$ cat config.mk
export PLATFORM = sky130hd
export DESIGN_NAME = axi2mem_tcdm_wr_if
export DESIGN_NICKNAME = d
export VERILOG_FILES = /design/src/rtl/axi2mem_pkg.sv /design/src/rtl/axi2mem_buffer.sv /design/src/rtl/axi2mem_tcdm_wr_if.sv
export SDC_FILE = /design/constraint.sdc
export NUM_CORES = 1
export LEC_CHECK = 0
export BUFFER_PORTS_ARGS = -buffer_cell sky130_fd_sc_hd__buf_2
export CORE_MARGIN = 10
export CORE_UTILIZATION = 23
export CTS_CLUSTER_DIAMETER = 150
export DETAILED_ROUTE_END_ITERATION = 7
export MAX_ROUTING_LAYER = met4
export PLACE_DENSITY = 0.83
export SLEW_MARGIN = 10
export SYNTH_ARGS = -nofsm -noshare
export SYNTH_HDL_FRONTEND = slang
export SYNTH_HIERARCHICAL = 1
export SYNTH_SLANG_ARGS = --single-unit
$ cat constraint.sdc
create_clock -name clk_i -period 1.7 [get_ports clk_i]
set_clock_uncertainty 0.05 [all_clocks]
set_input_delay 0.255 -clock clk_i [delete_from_list [all_inputs] [get_ports clk_i]]
set_output_delay 0.255 -clock clk_i [all_outputs]
set_load 0.05 [all_outputs]
$ cat src/rtl/axi2mem_pkg.sv
// axi2mem_pkg: shared types and constants for the axi2mem bridge.
package axi2mem_pkg;

    localparam int AXI_ID_WIDTH    = 6;
    localparam int TCDM_DATA_WIDTH = 32;

    // Outstanding write command entry: the burst id and whether the beat closes the burst
    typedef struct packed {
        logic [AXI_ID_WIDTH-1:0] id;
        logic                    last;
    } wr_cmd_t;

    // Write response FSM states
    typedef enum logic {
        RUN     = 1'b0,
        STALLED = 1'b1
    } wr_state_e;

endpackage

$ cat src/rtl/axi2mem_buffer.sv
// axi2mem_buffer: small valid/ready FIFO used for outstanding command tracking.
// Push and pop may happen in the same cycle; ready_o depends only on occupancy.
module axi2mem_buffer #(
    parameter int DATA_WIDTH   = 32,
    parameter int BUFFER_DEPTH = 2
) (
    input  logic                  clk_i,
    input  logic                  rst_ni,
    input  logic                  valid_i,
    input  logic [DATA_WIDTH-1:0] data_i,
    output logic                  ready_o,
    output logic                  valid_o,
    output logic [DATA_WIDTH-1:0] data_o,
    input  logic                  ready_i
);

    localparam int PTR_W = (BUFFER_DEPTH > 1) ? $clog2(BUFFER_DEPTH) : 1;
    localparam int CNT_W = $clog2(BUFFER_DEPTH + 1);
    localparam logic [PTR_W-1:0] LAST_IDX = PTR_W'(BUFFER_DEPTH - 1);
    localparam logic [CNT_W-1:0] FULL_CNT = CNT_W'(BUFFER_DEPTH);

    logic [DATA_WIDTH-1:0] mem [BUFFER_DEPTH];
    logic [PTR_W-1:0]      wr_ptr_q;
    logic [PTR_W-1:0]      rd_ptr_q;
    logic [CNT_W-1:0]      count_q;
    logic                  push;
    logic                  pop;

    assign ready_o = (count_q != FULL_CNT);
    assign valid_o = (count_q != '0);
    assign data_o  = mem[rd_ptr_q];
    assign push    = valid_i & ready_o;
    assign pop     = valid_o & ready_i;

    // Pointer and occupancy bookkeeping; pointers wrap explicitly for any depth
    always_ff @(posedge clk_i or negedge rst_ni) begin
        if (!rst_ni) begin
            wr_ptr_q <= '0;
            rd_ptr_q <= '0;
            count_q  <= '0;
        end else begin
            if (push) begin
                wr_ptr_q <= (wr_ptr_q == LAST_IDX) ? '0 : wr_ptr_q + 1'b1;
            end
            if (pop) begin
                rd_ptr_q <= (rd_ptr_q == LAST_IDX) ? '0 : rd_ptr_q + 1'b1;
            end
            case ({push, pop})
                2'b10:   count_q <= count_q + 1'b1;
                2'b01:   count_q <= count_q - 1'b1;
                default: count_q <= count_q;
            endcase
        end
    end

    // Entry storage; contents are only meaningful while counted as valid
    always_ff @(posedge clk_i) begin
        if (push) begin
            mem[wr_ptr_q] <= data_i;
        end
    end

endmodule

$ cat src/rtl/axi2mem_tcdm_wr_if.sv
// axi2mem_tcdm_wr_if: write-side TCDM interface of the axi2mem bridge.
// Pairs a write command with a data beat, issues one 32-bit TCDM store per
// beat and returns one B-channel response (id) per beat flagged last.
// Build macro AXI2MEM_WR_ACK_EN: when defined, responses wait for the TCDM
// write acknowledge (tcdm_r_valid_i) through an {id,last} queue; when
// undefined, the response is issued in the grant cycle of the last beat.
module axi2mem_tcdm_wr_if
    import axi2mem_pkg::*;
#(
    parameter int CMD_QUEUE_DEPTH = 2
) (
    input  logic                       clk_i,
    input  logic                       rst_ni,
    input  logic                       trans_last_i,
    input  logic [AXI_ID_WIDTH-1:0]    trans_id_i,
    input  logic [31:0]                trans_add_i,
    input  logic                       trans_req_i,
    output logic                       trans_gnt_o,
    input  logic [TCDM_DATA_WIDTH-1:0] data_dat_i,
    input  logic [3:0]                 data_strb_i,
    input  logic                       data_req_i,
    output logic                       data_gnt_o,
    output logic [AXI_ID_WIDTH-1:0]    resp_id_o,
    output logic                       resp_req_o,
    input  logic                       resp_gnt_i,
    output logic                       tcdm_req_o,
    output logic [31:0]                tcdm_add_o,
    output logic                       tcdm_we_o,
    output logic [TCDM_DATA_WIDTH-1:0] tcdm_wdata_o,
    output logic [3:0]                 tcdm_be_o,
    input  logic                       tcdm_gnt_i,
    input  logic [TCDM_DATA_WIDTH-1:0] tcdm_r_rdata_i,
    input  logic                       tcdm_r_valid_i
);

    wr_state_e               state_q;
    wr_state_e               state_d;
    logic                    stalled;
    logic                    queue_ready;
    logic                    tcdm_req;
    logic                    tcdm_fire;
    logic                    resp_req;
    logic [AXI_ID_WIDTH-1:0] resp_id;

    // A store needs both operands, no pending response stall and room to
    // track it. Request-side outputs are forced idle while reset is held so
    // upstream FIFOs that are still presenting data see no grant.
    assign tcdm_req     = rst_ni & trans_req_i & data_req_i & ~stalled & queue_ready;
    assign tcdm_fire    = tcdm_req & tcdm_gnt_i;

    assign tcdm_req_o   = tcdm_req;
    assign tcdm_we_o    = ~rst_ni;
    assign tcdm_add_o   = rst_ni ? trans_add_i : '0;
    assign tcdm_wdata_o = rst_ni ? data_dat_i  : '0;
    assign tcdm_be_o    = rst_ni ? data_strb_i : '0;

    assign trans_gnt_o  = tcdm_fire;
    assign data_gnt_o   = tcdm_fire;

    assign resp_req_o   = resp_req;
    assign resp_id_o    = resp_id;

    // Response FSM state register
    always_ff @(posedge clk_i or negedge rst_ni) begin
        if (!rst_ni) begin
            state_q <= RUN;
        end else begin
            state_q <= state_d;
        end
    end

`ifdef AXI2MEM_WR_ACK_EN

    wr_cmd_t push_cmd;
    wr_cmd_t head_cmd;
    logic    head_valid;
    logic    ack;
    logic    queue_pop;
    logic    unused_rdata;

    assign push_cmd     = '{id: trans_id_i, last: trans_last_i};
    assign ack          = tcdm_r_valid_i & head_valid;
    assign unused_rdata = ^tcdm_r_rdata_i;

    // An unaccepted response on a last acknowledge blocks the request in the
    // same cycle, so nothing new is ever in flight while STALLED.
    assign stalled = (state_q == STALLED) |
                     ((state_q == RUN) & ack & head_cmd.last & ~resp_gnt_i);

    axi2mem_buffer #(
        .DATA_WIDTH   ($bits(wr_cmd_t)),
        .BUFFER_DEPTH (CMD_QUEUE_DEPTH)
    ) i_cmd_queue (
        .clk_i   (clk_i),
        .rst_ni  (rst_ni),
        .valid_i (tcdm_fire),
        .data_i  (push_cmd),
        .ready_o (queue_ready),
        .valid_o (head_valid),
        .data_o  (head_cmd),
        .ready_i (queue_pop)
    );

    // Response FSM: retire acknowledged beats, respond on the last one
    always_comb begin
        state_d   = state_q;
        resp_req  = 1'b0;
        resp_id   = '0;
        queue_pop = 1'b0;
        case (state_q)
            RUN: begin
                if (ack) begin
                    if (!head_cmd.last) begin
                        queue_pop = 1'b1;
                    end else begin
                        resp_req = 1'b1;
                        resp_id  = head_cmd.id;
                        if (resp_gnt_i) begin
                            queue_pop = 1'b1;
                        end else begin
                            state_d = STALLED;
                        end
                    end
                end
            end
            STALLED: begin
                resp_req = 1'b1;
                resp_id  = head_cmd.id;
                if (resp_gnt_i) begin
                    queue_pop = 1'b1;
                    state_d   = RUN;
                end
            end
            default: state_d = RUN;
        endcase
    end

`else

    localparam int unused_queue_depth = CMD_QUEUE_DEPTH;

    logic [AXI_ID_WIDTH-1:0] held_id_q;
    logic                    unused_ack;

    // Without acknowledge tracking nothing limits the number in flight
    assign queue_ready = 1'b1;
    assign unused_ack  = ^{tcdm_r_rdata_i, tcdm_r_valid_i};

    // The grant cycle's own store is already committed; the stall only
    // blocks subsequent requests, which avoids a grant -> stall -> request loop.
    assign stalled = (state_q == STALLED);

    // Hold the id of a last beat whose response was refused in its grant cycle
    always_ff @(posedge clk_i) begin
        if ((state_q == RUN) && (state_d == STALLED)) begin
            held_id_q <= trans_id_i;
        end
    end

    // Response FSM: respond in the grant cycle of a last beat, hold if refused
    always_comb begin
        state_d  = state_q;
        resp_req = 1'b0;
        resp_id  = '0;
        case (state_q)
            RUN: begin
                if (tcdm_fire && trans_last_i) begin
                    resp_req = 1'b1;
                    resp_id  = trans_id_i;
                    if (!resp_gnt_i) begin
                        state_d = STALLED;
                    end
                end
            end
            STALLED: begin
                resp_req = 1'b1;
                resp_id  = held_id_q;
                if (resp_gnt_i) begin
                    state_d = RUN;
                end
            end
            default: state_d = RUN;
        endcase
    end

`endif

endmodule

### Word level (Yosys, flattened, before mapping)

Index checks and enable logic that the tools add are counted.

| cells by class | value |
|---|---|
| mux-type cells | 10 |
| reductions and logical operators | 2 |
| bitwise operators | 6 |

Operators with widths:

| cell | number |
|---|---|
| $mux 32 | 2 |
| $pmux 6 s2 | 1 |
| $mux 6 | 1 |
| $and 1x1->1 | 4 |
| $mux 4 | 1 |
| $pmux 1 s2 | 2 |
| $mux 1 | 3 |
| $logic_and 1x1->1 | 2 |
| $not 1->1 | 2 |

| storage, ports and cells | value |
|---|---|
| output and inout port bits | 79 |
| bits in registers | 7 |
| logic and storage cells | 20 |

### Depth between registers and ports, before layout

Gate-level depths: netlist of the first run.

| depth | value |
|---|---|
| depth after elaboration | 8 |
| mapped depth | 5 |

### Worst setup path after synthesis of the first run

OpenSTA, ideal clock, no wires.

| timing path | value |
|---|---|
| kind | reg-to-output |
| start | register state_q (netlist: stalled) |
| end | output port trans_gnt_o |
| path buffers | 2 |
| data arrival time | 1,628 ps |
| stages on the path, launching flop included | 6 |
| path slack | -233 ps |
| path through | dfrtp_1 > buf_4 > nand4b_4 > inv_4 > and2_1 > buf_4 |

| between the ends | value |
|---|---|
| word-level cells in the longest chain between the ends | 3 |

Ends and longest elaborated chain:

| item | line | RTL |
|---|---|---|
| start: declaration | axi2mem_tcdm_wr_if.sv:36 | `wr_state_e state_q;` |
| start signal: assignment | axi2mem_tcdm_wr_if.sv:68 | `state_q <= state_d;` |
| $not 1->1 | - |  |
| $and 1x1->1 | axi2mem_tcdm_wr_if.sv:48 | `assign tcdm_req = rst_ni & trans_req_i & data_req_i & ~stalled & queue_ready;` |
| via tcdm_req_o | axi2mem_tcdm_wr_if.sv:26 | `output logic tcdm_req_o,` |
| $and 1x1->1 | axi2mem_tcdm_wr_if.sv:49 | `assign tcdm_fire = tcdm_req & tcdm_gnt_i;` |
| end: declaration | axi2mem_tcdm_wr_if.sv:18 | `output logic trans_gnt_o,` |

The timed path passes the listed nets, and every way through them passes these cells.

### Worst setup path in the final report of the first run

| timing path | value |
|---|---|
| start | register state_q (netlist: stalled) |
| end | output port resp_id_o[5] |

| between the ends | value |
|---|---|
| word-level cells in the longest chain between the ends | 6 |

Ends and longest elaborated chain:

| item | line | RTL |
|---|---|---|
| $not 1->1 | - |  |
| $and 1x1->1 | axi2mem_tcdm_wr_if.sv:48 |  |
| $and 1x1->1 | axi2mem_tcdm_wr_if.sv:49 |  |
| $logic_and 1x1->1 | axi2mem_tcdm_wr_if.sv:167 | `if (tcdm_fire && trans_last_i) begin` |
| $mux 6 | axi2mem_tcdm_wr_if.sv:167 |  |
| $pmux 6 s2 * | axi2mem_tcdm_wr_if.sv:165 | `case (state_q)` |
| end: declaration | axi2mem_tcdm_wr_if.sv:23 | `output logic [AXI_ID_WIDTH-1:0] resp_id_o,` |

Mark *: on every way between the ends. The rest lies on a longest branch, timed or not.

==> key figures, run 1 <==
Outcome
  – Outcome: complete, no violations

Logic synthesis
  – Synth Area in Compound Gates: 0.0902
  – Post-Synthesis Cells: between 100 and 150
  – Synth unique cells: 13
  – #FFs+latches synth: 7
  – Simple-gate portion of the synthesized area: 0.578
  – Post-Syn Area per Cell: around 8 um2
  – Net Count, Synth: about 220
  – Adder and majority gate portion of the synthesized area: 0
  – Seq/Total Area, Yosys: 0.251
  – Synth Area in XOR/XNOR: 0
  – Synth warn: 6
  – Largest family of logic cells by synthesized area: simple AND/OR/NAND/NOR gates
  – Post-synthesis mux area share: 0
  – Mapped cell area: slightly above 800 um2

Global route
  – Initial antenna violation count: 1
  – Number of global-route vias before repair: 1283
  – First-pass GRT wire length: around 6700 um
  – Global route overflow: 0
  – Largest net degree at the start of global routing: 46
  – GRT Total Usage: 0.132

Worst setup path
  – CP startpoint kind: flip-flop
  – Critical Path End Type: output port
  – Crit path buf inv count: 2
  – Max incr delay on CP: 0.37 ns
  – Crit Reg-Reg Startpoint: stalled
  – Worst path cell trace: nand4b_4 > clkinv_4 > a32o_1 > buf_4
  – R2R Setup Slk: 0.50 ns
  – Critical path data required time: 1.39 ns
  – Crit path arrival time: 1.31 ns
  – Critical Path Fanout Max: 9
  – Critical Setup Path Class: reg -> out
  – Reg2Reg Capture Point: held_id_q[0]
  – CP delay by family, top: flip-flops
  – Slowest-stage cell, CP: dfrtp_1
  – Reg2reg path depth: 3

Floorplan
  – # IOs: about 190
  – Die X: between 70 and 80 um
  – Full die area: ~6300 um2
  – Die Ht: 79.6 um
  – Starting Density: 0.241
  – Core area: 3390 um2
  – Row cnt: 21

Drt
  – Initial DRC Count: 24
  – Routed wl met2: about 2200 um
  – DR WL met3: 669 um
  – Uppermost layer routed: met4
  – M1 WL: 1690 um
  – Detailed Routing Iterations Pass 1: 4
  – Final wirelength: between 4000 and 5000 um
  – DRT antenna net count: 0
  – Via Count: 1263
  – Routed WL per cell: roughly 15 um
  – DRC violations left: 0
  – Vias per cell: approximately 4.1

Hold path
  – Worst hold endpoint: held_id_q[3]
  – Worst hold path type: in -> reg
  – Hold depth: 1
  – Worst Hold Launch: trans_id_i[3]

Final layout
  – Nets: 374
  – Commonest non-fill, non-tap cells in the layout: 151 x buf_2, 69 x and2_1, 9 x buf_4
  – Area growth from synthesis to layout: 111%
  – Final std cells w/o fill: 306
  – Share of layout cells above drive strength 1: 0.653
  – Commonest non-fill, non-tap cell in the layout: buf_2

Timing
  – Crit share post-route: 0.951
  – Peak Freq: 619 MHz
  – Slew headroom: 0.814
  – Setup TNS: 0 ns
  – RSZ-0062 raised after global routing: no
  – Worst-margin pin slew: 0.280 ns
  – Minimum clock period: 1.62 ns
  – Final max-slew violation count: 0
  – Final hold vios: 0
  – Setup-failing EPs final: 0

Clocking
  – Clk_lat worst skew: 0.25 ns
  – Root buf cell: clkbuf_4
  – CTS sink cnt: 7
  – CTS tree: built
  – H-Tree Depth: 1
  – Cts bufs inserted: 3
  – Post-CTS Setup Inserts: 0
  – Longest Clk Path Bufs: 2
  – Worst-path clk slew: 0.05 ns

Power and ir drop
  – Leakage: 1.05 nW
  – Peak VDD IR: 0.000271 V
  – Pwr per Cell Area: 554 nW/um2

Placement
  – Port buffer count: 159
  – RD Place Congestion: 0.812
  – DP Wirelength: 4080 um
  – Cell count after placement: 300

Run
  – Max Cap Viol: 0
sequential cells by signal (all words and copies together), names as in the netlist:
signal	flops
stalled	1
held_id_q	6
what timing repair did:
item,in CTS,in global routing
resized for setup,2,16
pin swaps,0,0
hold buffers,1,0
hold endpoints to repair,1,0
endpoints found under the setup margin,2,46
synthesized netlist by cell type:
master | number | area share
a21o_1 | 1 | 0.0092
and2_1 | 70 | 0.54
clkbuf_1 | 6 | 0.028
inv_4 | 1 | 0.0077
nand4b_4 | 1 | 0.029
edfxtp_1 | 6 | 0.22
o22ai_1 | 1 | 0.0077
nor2_1 | 1 | 0.0046
inv_1 | 2 | 0.0092
nand3b_1 | 1 | 0.0092
a32o_1 | 6 | 0.073
dfrtp_1 | 1 | 0.031
buf_4 | 4 | 0.037
cell type report:
type / count / area [um2]
inverters: 3 / 16.3
fillers: 312 / 1670
clock buffers: 4 / 26.3
flip-flops and latches: 7 / 205
diodes: 1 / 2.50
repair buffers: 164 / 867
multi-input cells: 81 / 549
well taps: 46 / 57.6
per-layer routing:
layer / up-vias / global-route usage
met2: 98 / 0.227
li1: 641 / -
met5: - / -
met4: 0 / 0.0269
met3: 4 / 0.0631
met1: 520 / 0.134
cell families after synthesis:
| family | after synthesis |
|---|---|
| simple gates | 73 |
| buf+inv | 13 |
| compound gates | 8 |
| flops | 7 |
through the flow:
step / cell area [um2] / hold WS, ns / power (mW) / utilization / setup WS, ns
after floorplan: 821 / -0.0906 / 0.616 / - / 0.0160
after global placement: 1650 / 0.0867 / 0.804 / 0.487 / 0.0854
after detailed placement: 1650 / 0.0896 / 0.809 / 0.487 / 0.0683
after CTS: 1690 / 0.139 / 0.964 / 0.499 / 0.00145
after global routing: 1720 / 0.141 / 1.01 / 0.509 / 0.00728
final: 1720 / 0.148 / 0.955 / 0.509 / 0.0839
worst max path at each step:
| stage | endpoint | startpoint | cells past startpoint | slack [ns] |
|---|---|---|---|---|
| after floorplan | resp_id_o[0] | stalled | 4 | 0.02 |
| after global placement | tcdm_wdata_o[19] | rst_ni | 4 | 0.09 |
| after detailed placement | tcdm_wdata_o[19] | rst_ni | 4 | 0.07 |
| after CTS | resp_id_o[0] | stalled | 4 | 0.001 |
| after global routing | resp_id_o[0] | stalled | 4 | 0.007 |
| final | resp_id_o[5] | stalled | 4 | 0.08 |
power breakdown:
part | switching, mW | leakage, nW | total, mW | internal [mW]
sequential | 0.000473 | 0.0679 | 0.189 | 0.188
combinational | 0.437 | 0.964 | 0.617 | 0.181
clock | 0.0591 | 0.0150 | 0.149 | 0.0894
total | 0.496 | 1.05 | 0.955 | 0.459
(Power assumes the default switching activity.)
==> run 2: changes to the inputs <==
--- a/config.mk
+++ b/config.mk
@@ -5,13 +5,14 @@
 export SDC_FILE = /design/constraint.sdc
 export NUM_CORES = 1
 export LEC_CHECK = 0
+export ABC_AREA = 1
 export BUFFER_PORTS_ARGS = -buffer_cell sky130_fd_sc_hd__buf_2
 export CORE_MARGIN = 10
-export CORE_UTILIZATION = 23
+export CORE_UTILIZATION = 25
 export CTS_CLUSTER_DIAMETER = 150
 export DETAILED_ROUTE_END_ITERATION = 7
 export MAX_ROUTING_LAYER = met4
-export PLACE_DENSITY = 0.83
+export PLACE_DENSITY = 0.8
 export SLEW_MARGIN = 10
 export SYNTH_ARGS = -nofsm -noshare
 export SYNTH_HDL_FRONTEND = slang
==> key figures, run 2 <==
Worst setup path
  – Crit path buf inv count: 2 (unchanged)
  – CP delay by family, top: simple AND/OR/NAND/NOR gates
  – Critical Setup Path Class: reg -> out
  – Critical path data required time: 1.39 ns (about the same)
  – Worst path cell trace: clkinv_2 > nand2_4 > nor2_8 > nand4_1 > nand2_1 > clkbuf_4
  – Crit path arrival time: 1.32 ns (about the same)
  – Critical Path End Type: output port
  – Slowest-stage cell, CP: dfrtp_1
  – Critical Path Fanout Max: 9 (unchanged)
  – Max incr delay on CP: 0.38 ns (about the same)
  – CP startpoint kind: flip-flop

Logic synthesis
  – Seq/Total Area, Yosys: 0.209 (-0.0418)
  – Synth warn: 6 (unchanged)
  – Mapped cell area: 982 um2 (+20%)
  – Yosys top cell by area: nand2_1
  – Top cells by count, synth: 83 x nand2_1, 70 x inv_1, 7 x buf_2
  – Asr flop ratio synth: 0.143 (unchanged)
  – Most frequent cell after synthesis: nand2_1
  – Primary FF master, synth: edfxtp_1
  – Synth unique cells: 15 (+2)
  – Area contributors post-synth: nand2_1 32%, inv_1 27%, edfxtp_1 18%
  – Net Count, Synth: 300 (+40%)
  – #FFs+latches synth: 7 (unchanged)
  – Share of the synthesized area in the top cell type: 0.317 (-0.218)
  – Post-Syn Area per Cell: 5.28 um2 (-35%)
  – Post-Synthesis Cells: 186 (+84%)
  – Post-synth EDFFs: 6 (unchanged)

Drt
  – M1 WL: 1700 um (+0.65%)
  – Routed wl met2: 2440 um (+9.0%)
  – Routed WL per cell: 12.5 um (-17%)
  – DR WL met3: 688 um (+2.8%)
  – Detailed Routing Iterations Pass 1: 4 (unchanged)
  – Initial DRC Count: 29 (+21%)
  – Uppermost layer routed: met4
  – DRT antenna net count: 0 (unchanged)
  – DRC violations left: 0 (unchanged)
  – Final wirelength: 4840 um (+4.9%)
  – Via Count: 1524 (+21%)
  – Vias per cell: 3.93 (-4.8%)

Final layout
  – Post-Route Utilization: 0.501 (-0.00734)
  – Nets: 455 (+22%)
  – Largest register FFs: 6 (unchanged)
  – Share of layout cells above drive strength 1: 0.506 (-0.147)
  – Commonest non-fill, non-tap cells in the layout: 151 x buf_2, 83 x nand2_1, 70 x inv_1
  – Largest Register: held_id_q
  – Area growth from synthesis to layout: 91.1%
  – ANT cells: 0 (-1)
  – Commonest non-fill, non-tap cell in the layout: buf_2
  – Final std cells w/o fill: 388 (+27%)

Timing
  – Peak Freq: 617 MHz (-0.25%)
  – Slew headroom: 0.768 (-0.0464)
  – Worst-margin pin slew: 0.348 ns (+0.0676 ns)
  – Setup-failing EPs final: 0 (unchanged)
  – Crit share post-route: 0.953 (+0.00235)
  – Final hold vios: 0 (unchanged)
  – Final max-slew violation count: 0 (unchanged)
  – Final WS setup: 0.0800 ns (-0.00399 ns)
  – Setup TNS: 0 ns (unchanged)
  – Minimum clock period: 1.62 ns (+0.00399 ns)

Clocking
  – Post-CTS Setup Inserts: 0 (unchanged)
  – Worst-path clk slew: 0.04 ns (about the same)
  – CTS tree: built
  – Cts bufs inserted: 3 (unchanged)
  – Clk_lat worst skew: 0.23 ns (-0.02 ns)
  – CTS sink cnt: 7 (unchanged)
  – Cts repair resizes: 0 (-2)
  – Cts hold-fix bufs: 0 (-1)
  – Root buf cell: clkbuf_8
  – H-Tree Depth: 1 (unchanged)
  – Longest Clk Path Bufs: 2 (unchanged)

Run
  – Max Cap Viol: 0 (unchanged)

Outcome
  – Outcome: complete, no violations

Global route
  – Initial antenna violation count: 0 (-1)
  – Largest net degree at the start of global routing: 41 (-11%)
  – GRT Total Usage: 0.134 (+0.00218)
  – First-pass GRT wire length: 7220 um (+8.2%)
  – Global route overflow: 0 (unchanged)
  – Number of global-route vias before repair: 1534 (+20%)

Placement
  – Port buffer count: 159 (unchanged)
  – RD Place Congestion: 0.777 (-4.3%)
  – DP Wirelength: 4330 um (+6.1%)
  – Pre-CTS setup slack: 0.243 ns (+0.175 ns)
  – Cell count after placement: 384 (+28%)

Floorplan
  – Row cnt: 22 (+4.8%)
  – # IOs: 193 (unchanged)
  – Full die area: 6840 um2 (+7.8%)
  – Die X: 82.7 um (+3.8%)
  – Starting Density: 0.262 (+0.0209)
  – Die Ht: 82.7 um (+3.8%)
  – Core area: 3740 um2 (+10%)

Power and ir drop
  – Peak VDD IR: 0.000530 V (+96%)
  – Total power draw: 1.07 mW (+12%)
  – Pwr per Cell Area: 571 nW/um2 (+3.1%)
  – Leakage: 1.61 nW (+54%)

Hold path
  – Worst hold path type: in -> async
run 2: cell types whose count changed in the layout (fill, tap and decap cells not counted), moves of 2 or more:
| cell | previous run | this run |
|---|---|---|
| a32o_1 | 6 | 0 |
| nand2_1 | 0 | 83 |
| clkbuf_8 | 0 | 3 |
| clkbuf_4 | 3 | 1 |
| and2_1 | 69 | 0 |
| nand2_4 | 0 | 2 |
| nand4_1 | 0 | 6 |
| inv_1 | 2 | 70 |
| buf_4 | 9 | 7 |
run 2: metal layers:
layer,up-vias,track usage
met4,0,0.0284
li1,804,-
met2,100,0.247
met1,618,0.136
met5,-,-
met3,2,0.0421
run 2: power breakdown:
part | leakage (nW) | total [mW] | internal, mW | switching (mW)
Combinational | 1.52 | 0.645 | 0.170 | 0.475
Clock | 0.0228 | 0.237 | 0.162 | 0.0746
Sequential | 0.0679 | 0.190 | 0.189 | 0.000579
run 2: logic make-up after synthesis:
family / count (synthesis) / share of synthesized area
and+or+nand+nor: 95 / 0.433
buffers and inverters: 84 / 0.358
DFF: 7 / 0.209
run 2: final timing paths:
path                            depth (start not counted)           end  slack (ns)     startpoint
worst max register to register                          5  held_id_q[1]        0.44        stalled
max in group asynchronous                               2       stalled        1.32         rst_ni
worst min register to register                          3       stalled        0.61        stalled
min in group clk_i                                      1  held_id_q[5]        0.16  trans_id_i[5]
worst max-delay path                                    6  resp_id_o[0]        0.08        stalled
worst min-delay path                                    2       stalled        0.03         rst_ni
run 2: through the flow:
stage,hold slack (ns),instance area [um2]
after floorplan,-0.0906,997
after global placement,0.275,1810
after detailed placement,0.277,1810
after CTS,0.0358,1850
after global routing,0.0663,1880
final,0.0302,1880
run 2: layout make-up:
class                      count  area [um2]
clock buffer                   4        45.0
fill                         387        1870
inverter                      72         272
multi-input combinational     95         437
sequential                     7         205
tap                           48        60.1
timing repair buffer         162         858
